$ cat src/rtl/instr_fetch_unit.sv
// instr_fetch_unit: two-byte instruction fetch stage feeding the control decoder.
//
// Owns the program counter. On fetch_start it reads the opcode byte (ir1) and then
// the operand byte (ir2) from instruction memory over a req/ack handshake, then
// pulses instr_valid for one cycle. Branch redirects (pc_load) are honoured only
// between fetches. Fetching an opcode nibble of 4'hB latches a sticky halt.
//
// Optional feature macro: FETCH_TIMEOUT_EN
//   defined   - a wait counter aborts a request that sees no mem_ack within
//               TIMEOUT_CYCLES cycles and sets the sticky fault flag.
//   undefined - the unit waits forever for mem_ack; fault is tied low.
//
// Ports:
//   clk, reset            clock; synchronous active-high reset
//   fetch_start           request the next instruction (only acted on in IDLE)
//   pc_load, pc_target    branch redirect (only acted on in IDLE and DONE)
//   mem_req, mem_addr     memory read request and address (mem_addr == pc)
//   mem_rdata, mem_ack    memory read data and one-cycle completion pulse
//   ir1, ir2, opcode      instruction bytes and ir1[7:4]
//   pc                    current program counter
//   instr_valid           one-cycle pulse: ir1/ir2 hold a new instruction
//   busy                  high in FETCH1/FETCH2/DONE
//   halted, fault         sticky halt and timeout flags
`timescale 1ns/1ps

module instr_fetch_unit #(
  parameter int unsigned       ADDR_W         = 8,
  parameter int unsigned       DATA_W         = 8,
  parameter logic [ADDR_W-1:0] RESET_PC       = '0,
  parameter int unsigned       TIMEOUT_CYCLES = 15
) (
  input  logic              clk,
  input  logic              reset,
  input  logic              fetch_start,
  input  logic              pc_load,
  input  logic [ADDR_W-1:0] pc_target,
  output logic              mem_req,
  output logic [ADDR_W-1:0] mem_addr,
  input  logic [DATA_W-1:0] mem_rdata,
  input  logic              mem_ack,
  output logic [DATA_W-1:0] ir1,
  output logic [DATA_W-1:0] ir2,
  output logic [3:0]        opcode,
  output logic [ADDR_W-1:0] pc,
  output logic              instr_valid,
  output logic              busy,
  output logic              halted,
  output logic              fault
);

  typedef enum logic [1:0] {StIdle, StFetch1, StFetch2, StDone} state_e;

  localparam logic [3:0] HALT_OP = 4'b1011;

  state_e            state_q;
  logic [ADDR_W-1:0] pc_q;
  logic [DATA_W-1:0] ir1_q;
  logic [DATA_W-1:0] ir2_q;
  logic              mem_req_q;
  logic              instr_valid_q;
  logic              halted_q;

`ifdef FETCH_TIMEOUT_EN
  localparam int unsigned       CNT_W    = $clog2(TIMEOUT_CYCLES + 1);
  localparam logic [CNT_W-1:0] CNT_LAST = CNT_W'(TIMEOUT_CYCLES - 1);

  logic [CNT_W-1:0] wait_cnt_q;
  logic             fault_q;
  logic             timeout_hit;

  // Fires on the cycle whose count would reach TIMEOUT_CYCLES, so mem_req is
  // high for exactly TIMEOUT_CYCLES cycles before it drops.
  assign timeout_hit = mem_req_q && !mem_ack && (wait_cnt_q == CNT_LAST);
  assign fault       = fault_q;
`else
  assign fault = 1'b0;
`endif

  always_ff @(posedge clk) begin
    if (reset) begin
      state_q       <= StIdle;
      pc_q          <= RESET_PC;
      ir1_q         <= '0;
      ir2_q         <= '0;
      mem_req_q     <= 1'b0;
      instr_valid_q <= 1'b0;
      halted_q      <= 1'b0;
`ifdef FETCH_TIMEOUT_EN
      wait_cnt_q    <= '0;
      fault_q       <= 1'b0;
`endif
    end else begin
      instr_valid_q <= 1'b0;
      unique case (state_q)
        StIdle: begin
          // Redirect and start may coincide; FETCH1 then reads from pc_target.
          if (pc_load) pc_q <= pc_target;
          if (fetch_start && !halted_q && !fault) begin
            state_q   <= StFetch1;
            mem_req_q <= 1'b1;
          end
        end
        StFetch1: begin
          if (mem_ack) begin
            ir1_q   <= mem_rdata;
            pc_q    <= pc_q + ADDR_W'(1);
            state_q <= StFetch2;
            if (mem_rdata[7:4] == HALT_OP) halted_q <= 1'b1;
          end
        end
        StFetch2: begin
          if (mem_ack) begin
            ir2_q         <= mem_rdata;
            pc_q          <= pc_q + ADDR_W'(1);
            state_q       <= StDone;
            mem_req_q     <= 1'b0;
            instr_valid_q <= 1'b1;
          end
        end
        StDone: begin
          if (pc_load) pc_q <= pc_target;
          state_q <= StIdle;
        end
        default: state_q <= StIdle;
      endcase

`ifdef FETCH_TIMEOUT_EN
      if (state_q == StIdle) begin
        wait_cnt_q <= '0;
      end else if (mem_req_q) begin
        wait_cnt_q <= mem_ack ? '0 : wait_cnt_q + 1'b1;
      end
      // Abort overrides whatever the case statement scheduled this cycle.
      if (timeout_hit) begin
        state_q   <= StIdle;
        mem_req_q <= 1'b0;
        fault_q   <= 1'b1;
      end
`endif
    end
  end

  assign mem_req     = mem_req_q;
  assign mem_addr    = pc_q;
  assign pc          = pc_q;
  assign ir1         = ir1_q;
  assign ir2         = ir2_q;
  assign opcode      = ir1_q[7:4];
  assign instr_valid = instr_valid_q;
  assign busy        = (state_q != StIdle);
  assign halted      = halted_q;

endmodule

$ cat config.mk
export PLATFORM = sky130hd
export DESIGN_NAME = instr_fetch_unit
export DESIGN_NICKNAME = d
export VERILOG_FILES = /design/src/rtl/instr_fetch_unit.sv
export SDC_FILE = /design/constraint.sdc
export NUM_CORES = 1
export LEC_CHECK = 0
export CAP_MARGIN = 10
export CORE_ASPECT_RATIO = 0.9
export CORE_MARGIN = 2
export CORE_UTILIZATION = 25
export CTS_CLUSTER_DIAMETER = 200
export DETAILED_ROUTE_END_ITERATION = 6
export DONT_BUFFER_PORTS = 1
export PLACE_DENSITY = 0.36
export SLEW_MARGIN = 25
export SYNTH_ARGS = -nofsm -noshare
export SYNTH_HDL_FRONTEND = slang
export SYNTH_SLANG_ARGS = --single-unit
$ cat constraint.sdc
create_clock -name clk -period 2 [get_ports clk]
set_input_delay 0.4 -clock clk [delete_from_list [all_inputs] [get_ports clk]]
set_output_delay 0.4 -clock clk [all_outputs]
set_load 0.02 [all_outputs]
==> summary.txt <==
Placed design
  – Routability cong.: ~0.73
  – HPWL after detailed placement: 2650 µm
  – Buffers on Ports: 0
  – Place WS: 0.380 ns
  – Post-DP Area: 1430 µm²

Routing
  – Vias: 1,148
  – DRT iter0 DRCs: 51
  – Residual DRC: 0
  – Wire length per cell: 15.8 µm
  – DRT antenna net count: 0
  – Vias/cell: ~4.9
  – Drt first pass iters: 4
  – Wirelength, routed: 3660 µm

Synth
  – Synth cell types: 32
  – Syn_area_per_cell: approximately 8.4 µm²
  – Synth warnings: 0
  – Post-Synthesis Cells: 172
  – Syn nets: 199
  – #FFs+latches synth: 29
  – Sequential area share after synthesis: about two fifths
  – Synth Cell Area: 1450 µm²

Flow run
  – Max-cap violations: 0

GRT
  – Total grt overflow: 0
  – Maximum number of pins on one net before global-route repair: 31
  – Initial antenna violation count: 0
  – First-pass GRT wire length: 6020 µm
  – Overall Global Routing Usage: a little under an eighth
  – Vias in the first global route: about 1,100

Clocking
  – Clock latency on the worst-skew pair: 0.28 ns
  – Post-CTS sizing: 0
  – Postcts setup bufs: 0
  – Num CTS Buffers: 5
  – Max H-tree Level: 2
  – Hold-fix buffers, CTS: 0
  – Clk slew on worst S/H paths: approximately 0.07 ns
  – Root Driver: clkbuf_8
  – CTS tree: built
  – Longest Clk Path Bufs: 2
  – CTS Sinks: 29

Setup path
  – Crit Path Max Fanout: 4
  – Setup slack, reg-to-reg: roughly 0.36 ns
  – CP Capture Type: register
  – R2R Path Start: state_q[0]
  – Critical Setup Path Class: reg2reg
  – Worst Reg-to-Reg Cells: 5
  – Required time of the worst setup path: 2.17 ns
  – Worst Setup Start Kind: register
  – Reg2reg end: mem_addr[4]
  – Worst EP arrival: 1.81 ns

Finish
  – ANT cells: 0
  – Share of cells above drive strength 1: 8.64%
  – Finished Cell Area: ~1500 µm²
  – Layout area overhead: 4.49%
  – Nets@finish: 188

STA
  – RSZ-0062 raised after global routing: no
  – Fin crit period: approximately 1.6 ns
  – Setup TNS: 0 ns
  – Clock skew: 0.00624 ns
  – Fin. Hold Viols: 0
  – Final setup margin: 0.360 ns
  – Fin crit share: 82.0%
  – Max Transition Viols Final: 0
  – Worst-Margin Slew: 0.519 ns
  – Final setup viols: 0
  – Worst slew margin: 65.4%
  – Max Freq: 610 MHz

Power
  – Total Power: 2.32 mW
  – Pwr/cell area: 1530 nW/µm²
  – Static leakage: 0.528 nW
  – VDD IR max: 456 µV

Hold path
  – Hold WC Path Type: in2reg
  – Hold path endpoint: mem_addr[6]
  – Hold path start: reset
  – Hold Path Stages: 1

Floorplan
  – Rows: 26
  – Die area: 6420 µm²
  – I/O pins: 62
  – Starting Density: 25.7%
  – Die height: ~76 µm
  – Die width: around 84 µm
  – Core area: 5630 µm²

Status
  – Status: finished clean
-- cells in the final DEF, fill, tap and decap left out, drive strengths merged, types with 2 or more instances in the layout --
master	n
buf	5
inv	4
nand2	20
ha	6
dfxtp	29
clkinv	2
nor2	9
nand4	3
clkbuf	5
xnor2	2
xor2	3
mux2i	4
a211oi	11
nand3	17
o21ai	2
nor2b	8
a21oi	18
-- worst max path at each step --
stage                           from     endpoint  slack [ns]  cells past startpoint
after detailed placement  state_q[0]  mem_addr[4]        0.38                      5
after CTS                 state_q[0]  mem_addr[4]        0.35                      5
after global routing      state_q[0]  mem_addr[4]        0.17                      5
after global placement    state_q[0]  mem_addr[4]        0.45                      5
after floorplan           state_q[0]  mem_addr[4]        0.48                      5
final                     state_q[0]  mem_addr[4]        0.36                      5
-- cells by family (layout without fill, tap and decap cells) --
logic type / after synthesis / after routing / share of synthesized area [%]
XOR/XNOR: 5 / 5 / 3.02
other: 1 / 1 / 0.259
multiplexers: 4 / 4 / 2.76
flip-flops: 29 / 29 / 40.1
AND/OR/NAND/NOR: 62 / 62 / 20.7
buffers and inverters: 27 / 17 / 11.1
AO/OA/AOI/OAI: 38 / 38 / 16.8
adder cells (fa/ha/maj): 6 / 6 / 5.18
-- worst max-delay path, cell delays in order (launching register included) --
cell and delay, ns:
dfxtp_1 0.38, inv_1 0.10, ha_1 0.34, nor2b_1 0.26, a311oi_1 0.09, a2111oi_1 0.36
-- synthesized netlist by cell type --
cell type | count | area [µm²]
and3_1 | 1 | 6.26
a2111oi_1 | 1 | 10.0
or3_1 | 1 | 6.26
and4_1 | 1 | 8.76
buf_1 | 2 | 7.51
a22oi_1 | 1 | 7.51
xnor2_1 | 2 | 17.5
a211oi_2 | 1 | 12.5
buf_4 | 14 | 105
a21oi_1 | 18 | 90.1
clkbuf_1 | 1 | 3.75
buf_2 | 6 | 30.0
and4b_1 | 1 | 10.0
a31oi_1 | 1 | 6.26
mux2i_1 | 4 | 40.0
nand4_1 | 3 | 18.8
nor2_1 | 9 | 33.8
a311oi_1 | 1 | 8.76
a2bb2oi_1 | 1 | 8.76
conb_1 | 1 | 3.75
dfxtp_1 | 29 | 581
o21ai_1 | 2 | 10.0
nand3_1 | 17 | 85.1
nand2_1 | 20 | 75.1
o22a_1 | 1 | 8.76
inv_1 | 4 | 15.0
o22ai_1 | 1 | 6.26
ha_1 | 6 | 75.1
nand2b_1 | 1 | 6.26
a211oi_1 | 10 | 75.1
xor2_1 | 3 | 26.3
nor2b_1 | 8 | 50.1
-- flip-flops by register name, indices dropped and copies added (netlist names) --
signal,cells
ir1,8
ir2,8
mem_addr,8
state_q,2
halted,1
instr_valid,1
mem_req,1
-- layer usage --
| metal | vias to the layer above | share of wire, % | GRT usage, % |
|---|---|---|---|
| met1 | 539 | 45 | 16.0 |
| met5 | - | 0 | 0 |
| li1 | 562 | - | - |
| met3 | 7 | 8.9 | 5.20 |
| met2 | 40 | 44 | 17.0 |
| met4 | 0 | 1.9 | 4.35 |
-- layout make-up --
type	instances	area [µm²]
fillers	615	4110
multi-input cells	116	707
flip-flops and latches	29	581
well taps	70	87.6
clock buffers	5	68.8
repair buffers	5	37.5
clock inverters	3	17.5
inverters	4	15.0
-- report_power, final --
part / internal (mW) / switching (mW)
combinational: 0.325 / 0.529
sequential: 0.711 / 0.275
clock: 0.240 / 0.238
total: 1.28 / 1.04
-- metrics by stage --
stage          hold WS, ns  util [%]  instances
6_report             0.180      26.9        232
5_1_grt              0.163      26.9        232
4_1_cts              0.162      26.9        232
3_5_place_dp         0.471      25.4        224
3_3_place_gp         0.468      25.4        224
2_1_floorplan        0.487         -        172
Power figures use the tool's default switching activity.
